$ cat config.mk
export PLATFORM = sky130hd
export DESIGN_NAME = pattern_gen
export DESIGN_NICKNAME = d
export VERILOG_FILES = /design/src/rtl/pattern_gen.sv
export SDC_FILE = /design/constraint.sdc
export NUM_CORES = 1
export LEC_CHECK = 0
export CORE_ASPECT_RATIO = 0.8
export CORE_MARGIN = 10
export CORE_UTILIZATION = 49
export DETAILED_ROUTE_END_ITERATION = 10
export PLACE_DENSITY = 0.78
export SLEW_MARGIN = 20
export SYNTH_ARGS = -nofsm -noshare
export SYNTH_HDL_FRONTEND = slang
export SYNTH_SLANG_ARGS = --single-unit
$ cat constraint.sdc
create_clock -name pixclk -period 4.9 [get_ports pixclk]
set_input_delay 1.225 -clock pixclk [delete_from_list [all_inputs] [get_ports pixclk]]
set_output_delay 1.225 -clock pixclk [all_outputs]
set_load 0.02 [all_outputs]
$ cat src/rtl/pattern_gen.sv
// pattern_gen -- video test-pattern generator.
// Two-stage free-running pipeline: stage 1 decodes the raster position,
// stage 2 produces the registered red/grn/blu colour.
// Pattern mode changes are taken only at frame start (x==0, y==0).
// Optional feature: define PATTERN_SCROLL_EN to scroll the checker and
// grey-ramp modes horizontally by one pixel per frame.
module pattern_gen #(
  parameter int HWIDTH    = 960,
  parameter int VHEIGHT   = 600,
  parameter int XW        = 11,
  parameter int CW        = 8,
  parameter int CHK_SHIFT = 3
) (
  input  logic            pixclk,
  input  logic            reset,
  input  logic [XW-1:0]   xpixel,
  input  logic [XW-1:0]   ypixel,
  input  logic [2:0]      mode_in,
  input  logic            mode_req,
  input  logic [3*CW-1:0] solid_rgb,
  output logic            mode_ack,
  output logic [2:0]      cur_mode,
  output logic [CW-1:0]   frame_cnt,
  output logic [CW-1:0]   red,
  output logic [CW-1:0]   grn,
  output logic [CW-1:0]   blu
);

  typedef enum logic [2:0] {
    MODE_SOLID   = 3'd0,
    MODE_CHECKER = 3'd1,
    MODE_BARS    = 3'd2,
    MODE_RAMP    = 3'd3,
    MODE_BORDER  = 3'd4,
    MODE_RSVD5   = 3'd5,
    MODE_RSVD6   = 3'd6,
    MODE_RSVD7   = 3'd7
  } mode_e;

  // Bar width in pixels; guarded so tiny widths still give a legal counter.
  localparam int BAR_W = (HWIDTH / 8 > 0) ? HWIDTH / 8 : 1;
  // Number of low x bits the checker and ramp actually need.
  localparam int LW    = (CW > CHK_SHIFT + 1) ? CW : CHK_SHIFT + 1;

  localparam logic [XW-1:0] H_LIM    = XW'(HWIDTH);
  localparam logic [XW-1:0] H_LAST   = XW'(HWIDTH - 1);
  localparam logic [XW-1:0] V_LIM    = XW'(VHEIGHT);
  localparam logic [XW-1:0] V_LAST   = XW'(VHEIGHT - 1);
  localparam logic [XW-1:0] BAR_LAST = XW'(BAR_W - 1);

  // Mode / frame control state
  mode_e         mode_q, mode_d;
  mode_e         pend_mode_q, pend_mode_d;
  logic          pend_valid_q, pend_valid_d;
  logic          mode_ack_q;
  logic [CW-1:0] frame_cnt_q, frame_cnt_d;
  logic          fs;
  logic          apply;

  // Colour-bar column counter
  logic [XW-1:0] bar_col_q, bar_col_d, col_cur;
  logic [2:0]    bar_idx_q, bar_idx_d, idx_cur;

  // Scrolled low x bits and stage-1 decode
  logic [LW-1:0] xe_lo;
  logic          active;
  logic          border;

  // Stage 1 registers
  logic          s1_active_q;
  mode_e         s1_mode_q;
  logic          s1_chk_r_q;
  logic          s1_chk_g_q;
  logic [CW-1:0] s1_xlo_q;
  logic [CW-1:0] s1_ylo_q;
  logic          s1_border_q;
  logic [2:0]    s1_bar_q;
  logic [3*CW-1:0] s1_solid_q;

  // Stage 2 registers
  logic [CW-1:0] red_q, grn_q, blu_q;
  logic [CW-1:0] red_d, grn_d, blu_d;

  // Frame start detection, pending-request bookkeeping and frame counting.
  // NOTE: every signal written in a combinational block gets a default first so no latch is inferred.
  always_comb begin
    fs           = (xpixel == '0) && (ypixel == '0);
    apply        = fs && (mode_req || pend_valid_q);
    mode_d       = mode_q;
    pend_mode_d  = pend_mode_q;
    pend_valid_d = pend_valid_q;
    frame_cnt_d  = frame_cnt_q;
    if (mode_req) begin
      pend_mode_d  = mode_e'(mode_in);
      pend_valid_d = 1'b1;
    end
    if (apply) begin
      // A same-cycle request beats whatever was pending.
      mode_d       = mode_req ? mode_e'(mode_in) : pend_mode_q;
      pend_valid_d = 1'b0;
    end
    if (fs) begin
      frame_cnt_d = frame_cnt_q + CW'(1);
    end
  end

  // Control registers: active mode, pending request, ack pulse, frame counter.
  // NOTE: sequential state uses non-blocking assignments so every register updates together at the edge.
  always_ff @(posedge pixclk or posedge reset) begin
    if (reset) begin
      mode_q       <= MODE_SOLID;
      pend_mode_q  <= MODE_SOLID;
      pend_valid_q <= 1'b0;
      mode_ack_q   <= 1'b0;
      frame_cnt_q  <= '0;
    end else begin
      mode_q       <= mode_d;
      pend_mode_q  <= pend_mode_d;
      pend_valid_q <= pend_valid_d;
      mode_ack_q   <= apply;
      frame_cnt_q  <= frame_cnt_d;
    end
  end

  // Bar index from a per-line column counter; restarts at x==0, saturates at bar 7.
  always_comb begin
    col_cur   = (xpixel == '0) ? '0 : bar_col_q;
    idx_cur   = (xpixel == '0) ? '0 : bar_idx_q;
    bar_col_d = col_cur + XW'(1);
    bar_idx_d = idx_cur;
    if (col_cur == BAR_LAST) begin
      bar_col_d = '0;
      if (idx_cur != 3'd7) begin
        bar_idx_d = idx_cur + 3'd1;
      end
    end
  end

  // Column counter registers.
  always_ff @(posedge pixclk or posedge reset) begin
    if (reset) begin
      bar_col_q <= '0;
      bar_idx_q <= '0;
    end else begin
      bar_col_q <= bar_col_d;
      bar_idx_q <= bar_idx_d;
    end
  end

  // Effective x for checker/ramp; the frame count used is the one that applies to this pixel's frame.
  always_comb begin
`ifdef PATTERN_SCROLL_EN
    if (mode_d == MODE_CHECKER || mode_d == MODE_RAMP) begin
      xe_lo = xpixel[LW-1:0] + LW'(frame_cnt_d);
    end else begin
      xe_lo = xpixel[LW-1:0];
    end
`else
    xe_lo = xpixel[LW-1:0];
`endif
  end

  // Active-area and border decode of the current raster position.
  always_comb begin
    active = (xpixel < H_LIM) && (ypixel < V_LIM);
    border = (xpixel == '0) || (xpixel == H_LAST) ||
             (ypixel == '0) || (ypixel == V_LAST);
  end

  // Stage 1: capture the decoded position together with the mode this frame uses.
  always_ff @(posedge pixclk or posedge reset) begin
    if (reset) begin
      s1_active_q <= 1'b0;
      s1_mode_q   <= MODE_SOLID;
      s1_chk_r_q  <= 1'b0;
      s1_chk_g_q  <= 1'b0;
      s1_xlo_q    <= '0;
      s1_ylo_q    <= '0;
      s1_border_q <= 1'b0;
      s1_bar_q    <= '0;
      s1_solid_q  <= '0;
    end else begin
      s1_active_q <= active;
      s1_mode_q   <= mode_d;
      s1_chk_r_q  <= xe_lo[CHK_SHIFT];
      s1_chk_g_q  <= ypixel[CHK_SHIFT];
      s1_xlo_q    <= xe_lo[CW-1:0];
      s1_ylo_q    <= ypixel[CW-1:0];
      s1_border_q <= border;
      s1_bar_q    <= idx_cur;
      s1_solid_q  <= solid_rgb;
    end
  end

  // Stage 2 colour selection; outside the active area every mode is black.
  always_comb begin
    red_d = '0;
    grn_d = '0;
    blu_d = '0;
    if (s1_active_q) begin
      case (s1_mode_q)
        MODE_SOLID: begin
          {red_d, grn_d, blu_d} = s1_solid_q;
        end
        MODE_CHECKER: begin
          red_d = {CW{s1_chk_r_q}};
          grn_d = {CW{s1_chk_g_q}};
          blu_d = s1_ylo_q;
        end
        MODE_BARS: begin
          // White, yellow, cyan, green, magenta, red, blue, black.
          red_d = {CW{~s1_bar_q[1]}};
          grn_d = {CW{~s1_bar_q[2]}};
          blu_d = {CW{~s1_bar_q[0]}};
        end
        MODE_RAMP: begin
          red_d = s1_xlo_q;
          grn_d = s1_xlo_q;
          blu_d = s1_xlo_q;
        end
        MODE_BORDER: begin
          red_d = {CW{s1_border_q}};
          grn_d = {CW{s1_border_q}};
          blu_d = {CW{s1_border_q}};
        end
        default: begin
          red_d = '0;
          grn_d = '0;
          blu_d = '0;
        end
      endcase
    end
  end

  // Stage 2 output registers.
  always_ff @(posedge pixclk or posedge reset) begin
    if (reset) begin
      red_q <= '0;
      grn_q <= '0;
      blu_q <= '0;
    end else begin
      red_q <= red_d;
      grn_q <= grn_d;
      blu_q <= blu_d;
    end
  end

  assign mode_ack  = mode_ack_q;
  assign cur_mode  = mode_q;
  assign frame_cnt = frame_cnt_q;
  assign red       = red_q;
  assign grn       = grn_q;
  assign blu       = blu_q;

endmodule

# Yosys cells after proc, flatten, opt, wreduce, memory -nomap -nowiden
# Cells that the tools add are included.
[word_totals] ff_bits=101 output_inout_bits=36 wordCells=59 input_bits=52
[op_classes] mux=14 n_addsub=3 bitwise_logic=3 magnitude_cmp=2 eq_ne=8 n_reduce_logical=11
[op_table] cell="$pmux W8 S5" n=3
[op_table] cell="$mux W8" n=3
[op_table] cell="$eq A11 B10 Y1 const B" n=2
[op_table] cell="$logic_not A11 Y1" n=2
[op_table] cell="$lt A11 B10 Y1 const B" n=2
[op_table] cell="$mux W11" n=2
[op_table] cell="$mux W3" n=4
[op_table] cell="$add A11 B1 Y11 const B" n=1
[op_table] cell="$eq A11 B7 Y1 const B" n=1
[op_table] cell="$add A8 B1 Y8 const B" n=1
[op_table] cell="$eq A3 B2 Y1 const B" n=2
[op_table] cell="$logic_or A1 B1 Y1" n=4
[op_table] cell="$add A3 B1 Y3 const B" n=1
[op_table] cell="$eq A3 B1 Y1 const B" n=1
[op_table] cell="$eq A3 B3 Y1 const B" n=1
[op_table] cell="$logic_and A1 B1 Y1" n=3
[op_table] cell="$logic_not A3 Y1" n=1
[op_table] cell="$ne A3 B3 Y1 const B" n=1
[op_table] cell="$not A1 Y1" n=3
[op_table] cell="$mux W1" n=2
[op_table] cell="$reduce_bool A2 Y1" n=1

# Logic depth before layout (Yosys ltp)
[depth] depth_word=5 ltp_mapped=9 mapped_depth_nobuf=8

# Worst setup path before layout
# Ideal clock, no wire load.
[synth_timing] kind="input to register" start="input xpixel[5]" end="register bar_idx_q[0]" path_buffers=1 t_arrival_ps=3110 t_required_ps=4770 path_slack_ps=1660 setup_ps=130 path_stages=9 path_cell_list="nor4_1 -> nand3_2 -> clkbuf_1 -> and2_1 -> ha_1 -> or4bb_1 -> a2111o_1 -> xor2_1 -> nor2_2"
[synth_between] elab_chain_cells=5 word_cells_on_any_way=8 classes_between="1 x add/sub; 2 x eq/ne; 4 x mux; 1 x reduce/logical"
[synth_lines] item="start: declaration" line="16" rtl="input logic [XW-1:0] xpixel,"
[synth_lines] item="$logic_not A11 Y1 (*)" line="127, 128"
[synth_lines] item="$mux W3" line="128" rtl="idx_cur = (xpixel == '0) ? '0 : bar_idx_q;"
[synth_lines] item="$add A3 B1 Y3 or $ne A3 B3 Y1 (tied branches)" line="134, 133"
[synth_lines] item="$mux W3" line="133" rtl="if (idx_cur != 3'd7) begin"
[synth_lines] item="$mux W3 (*)" line="131" rtl="if (col_cur == BAR_LAST) begin"
[synth_lines] item="net bar_idx_d[0]" line="62" rtl="logic [2:0] bar_idx_q, bar_idx_d, idx_cur;"
[synth_lines] item="end signal: assignment" line="146" rtl="bar_idx_q <= bar_idx_d;"
[synth_lines] item="end: declaration" line="62"
# The timed path passes the listed nets; every way through them passes the cells marked *.
# A chain may end at the register's enable or synchronous reset.

# Final worst setup path
[layout_timing] start="input xpixel[4]" end="register bar_col_q[3]"
[layout_between] elab_chain_cells=4 word_cells_on_any_way=5 classes_between="1 x add/sub; 1 x eq/ne; 2 x mux; 1 x reduce/logical"
[layout_lines] item="$logic_not A11 Y1 (*)" line="127" rtl="col_cur = (xpixel == '0) ? '0 : bar_col_q;"
[layout_lines] item="$mux W11 (*)" line="127"
[layout_lines] item="$add A11 B1 Y11 or $eq A11 B7 Y1 (tied branches)" line="129, 131"
[layout_lines] item="$mux W11 (*)" line="131"
[layout_lines] item="net bar_col_d[3]" line="61" rtl="logic [XW-1:0] bar_col_q, bar_col_d, col_cur;"
[layout_lines] item="end signal: assignment" line="145" rtl="bar_col_q <= bar_col_d;"
[layout_lines] item="end: declaration" line="61"
# Marked as above.

==> key figures <==
GRT
  • Grt total ovfl: 0
  • First-pass GRT wire length: between 15000 and 20000 um
  • Antenna violations before repair: 0
  • Total routing usage reported by global routing: ~16%
  • Vias in the first global route: 2877
  • Largest net degree at the start of global routing: between 80 and 90

Clock network
  • Htree depth: 3
  • # hold bufs at CTS: 0
  • Reg clk slew, reported paths: around 0.10 ns
  • Maximum clock path buffer count: 2
  • Root Driver: clkbuf_8
  • PostCTS Resize Cnt: 0
  • Clock Sinks: 99
  • Worst-Skew Late Latency: around 0.37 ns
  • Setup Buffers After CTS: 0
  • TritonCTS clock tree: yes
  • Num CTS Buffers: 9

Synth
  • Distinct cells, synth: 43
  • Mean Syn Cell Area: 12.1 um^2
  • EDFF count, synth: 0
  • Synthesized cell area: around 3800 um^2
  • Syn Inst Count: about 310
  • Synth async-reset ratio: 100%
  • Post-synth top area share: roughly two thirds
  • Prevailing post-synth register cell: dfrtp_1
  • Sequential area share after synthesis: roughly two thirds
  • Net count after synthesis: ~370
  • Yosys reg bits: 99
  • Yosys Warn Count: 0
  • Leading post-synthesis cells by cell area: dfrtp_1 (65%), nand2_1 (3.0%), a21oi_1 (2.9%)
  • Yosys top cell by area: dfrtp_1

Power and ir drop
  • Pleak: between 2 and 2.5 nW
  • Combinational Power Share: between 10% and 20%
  • Peak supply drop: 0.169 mV
  • Register share of total power: 57.4%
  • Internal: about 1.2 mW
  • Sw Share: about 28%
  • Total power: roughly 1.6 mW
  • PwrDens: about 320 nW/um^2
  • Clock Power Share: 31.7%
  • Net Sw Power: approximately 0.44 mW

Critical path
  • Setup CP Type: primary input to flip-flop
  • Worst Setup SP: xpixel[4]
  • Worst Path Required: between 5 and 6 ns
  • Reg2reg path depth: 6
  • R2r setup slk: just under 3 ns
  • End point of the critical path: bar_col_q[3]
  • CP Launch Type: primary input
  • Crit. End Element: flip-flop
  • Worst-path maximum fanout: 19
  • Critical R2R Capture: bar_col_q[3]
  • Reg-to-reg critical path startpoint: bar_col_q[0]
  • Critical path data arrival time: slightly below 4 ns

STA
  • Fmax: 279 MHz
  • Final worst slack: ~1.3 ns
  • Hold Violations, Final: 0
  • Final Cycle Share: 73.1%
  • Setup_tns: 0 ns
  • Count of pins over their slew limit: 0
  • Final worst path period need: 3.58 ns
  • Setup Skew: between 0.01 and 0.015 ns
  • Max_slew headroom: around half
  • Final setup violation count: 0
  • Slew @ Worst Pin: 0.772 ns
  • RSZ-0062 raised after global routing: false

Detailed routing
  • Final wirelength: 9100 um
  • 1st-iter DRT viols: between 100 and 150
  • Routed length on met1: 4060 um
  • DR WL/cell: 17.8 um
  • Total number of vias: ~2800
  • Post-DR vias/cell: roughly 5.4
  • Post-route ant nets: 0
  • Top Layer Used: met4
  • WL met3: 717 um
  • DR DRC count: 0
  • 1st-pass router iterations: 5
  • Metal2 WL: about 4200 um

Final layout
  • Syn-to-layout area delta: 30.5%
  • Diodes inserted: 0
  • Share of layout cells above drive strength 1: a little under 9%
  • Layout Nets: 457

Floorplan
  • Core ar.: around 7500 um^2
  • Die area: around 12000 um^2
  • Num rows: 28
  • DIE WIDTH: approximately 120 um
  • Num ports: ~90
  • Die Y: around 99 um
  • Starting Density: 50.9%

Run
  • MaxCap Viol Count: 0

Placement
  • Gpl congestion: just over 0.8
  • DP Wirelength: approximately 6700 um
  • PortBufs: 87
  • Pre-CTS setup slack: roughly 0.96 ns

Min path
  • Tightest Hold Check Type: flip-flop to flip-flop

Status
  • Outcome: completed
## flip-flops by register name (all words and copies together), names as in the netlist
| register | flops |
|---|---|
| s1_xlo_q | 8 |
| pend_mode_q | 3 |
| s1_active_q | 1 |
| s1_border_q | 1 |
| s1_solid_q | 24 |
| s1_mode_q | 3 |
| s1_ylo_q | 8 |
| blu | 8 |
| grn | 8 |
| pend_valid_q | 1 |
| red | 8 |
| bar_idx_q | 3 |
| mode_ack | 1 |
| frame_cnt | 8 |
| s1_bar_q | 3 |
| bar_col_q | 11 |
## cell usage in the layout (no fill, tap or decap), types with 5 or more instances in the layout
master            n
nand3_1           6
nand4_1           7
nor2_1           12
a21oi_1          22
clkbuf_8          9
nand2b_1         11
xor2_1            9
o21ai_0          13
and2_1            6
nand2_1          30
inv_1             5
clkdlybuf4s50_1  87
nor3_1           12
mux2i_1           9
dfrtp_1          99
mux2_2            7
a31oi_1          17
## routing by layer
layer / up-vias / track usage [%]
li1: 1291 / -
met4: 0 / 4.97
met2: 94 / 24.2
met5: - / 0
met1: 1369 / 20.8
met3: 13 / 6.44
## cells by family after synthesis
family	Yosys count	synth area share (%)
buffers and inverters	18	1.87
and+or+nand+nor	105	15.7
muxes	16	4.43
adders and majority gates	3	0.984
AOI/OAI and AO/OA	61	9.31
DFF	99	64.9
xor gates and xnor gates	12	2.76
## worst max-delay path: stages
cell	delay, ns
clkdlybuf4s50_1	0.49
nor4_1	0.40
nand3_2	0.41
and2_1	0.32
ha_1	0.24
or4bb_1	0.24
nor3_1	0.10
or3_1	0.32
a21oi_1	0.14
## synth_stat cells, types with 2 or more instances
master and n:
dfrtp_1 99, nand2_1 30, a21oi_1 22, a31oi_1 17
o21ai_0 13, nor2_1 12, nor3_1 12, nand2b_1 11
mux2i_1 9, xor2_1 9, clkbuf_1 7, mux2_2 7
nand4_1 7, and2_1 6, inv_1 6, nand3_1 6
buf_2 3, ha_1 3, nor4_1 3, or3_1 3
xnor2_1 3, buf_1 2, nor4_2 2, o22ai_1 2
o311ai_0 2
## worst min-delay path by stage
stage / from / endpoint / cells past startpoint
2_1_floorplan: bar_col_q[0] / bar_col_q[0] / 1
3_3_place_gp: frame_cnt[7] / frame_cnt[7] / 1
3_5_place_dp: frame_cnt[7] / frame_cnt[7] / 1
4_1_cts: frame_cnt[7] / frame_cnt[7] / 1
5_1_grt: frame_cnt[7] / frame_cnt[7] / 1
6_report: frame_cnt[7] / frame_cnt[7] / 1
## final cells by class
type,count,area (um^2)
multi-input cells,197,1270
repair buffers,89,886
well taps,105,131
inverters,6,27.5
clock buffers,9,124
flip-flops and latches,99,2480
fillers,607,2520
clock inverters,7,67.6
## metrics by stage
| stage | hold slack (ns) | instances | util, % | area (um^2) |
|---|---|---|---|---|
| after floorplan | 0.454 | 314 | - | 3810 |
| after global placement | 0.458 | 496 | 63.8 | 4790 |
| after detailed placement | 0.468 | 496 | 63.8 | 4790 |
| after CTS | 0.486 | 512 | 66.4 | 4980 |
| after global routing | 0.518 | 512 | 66.4 | 4980 |
| final | 0.481 | 512 | 66.4 | 4980 |
## power by group through the flow
stage / registers (mW) / clock network, mW / logic, mW
finish: 0.919 / 0.509 / 0.175
global route: 0.927 / 0.553 / 0.195
CTS: 0.918 / 0.521 / 0.177
detailed placement: 0.932 / 0 / 0.177
global placement: 0.932 / 0 / 0.172
floorplan: 0.928 / 0 / 0.0876
Note: power is estimated with default switching activity, not from simulation.
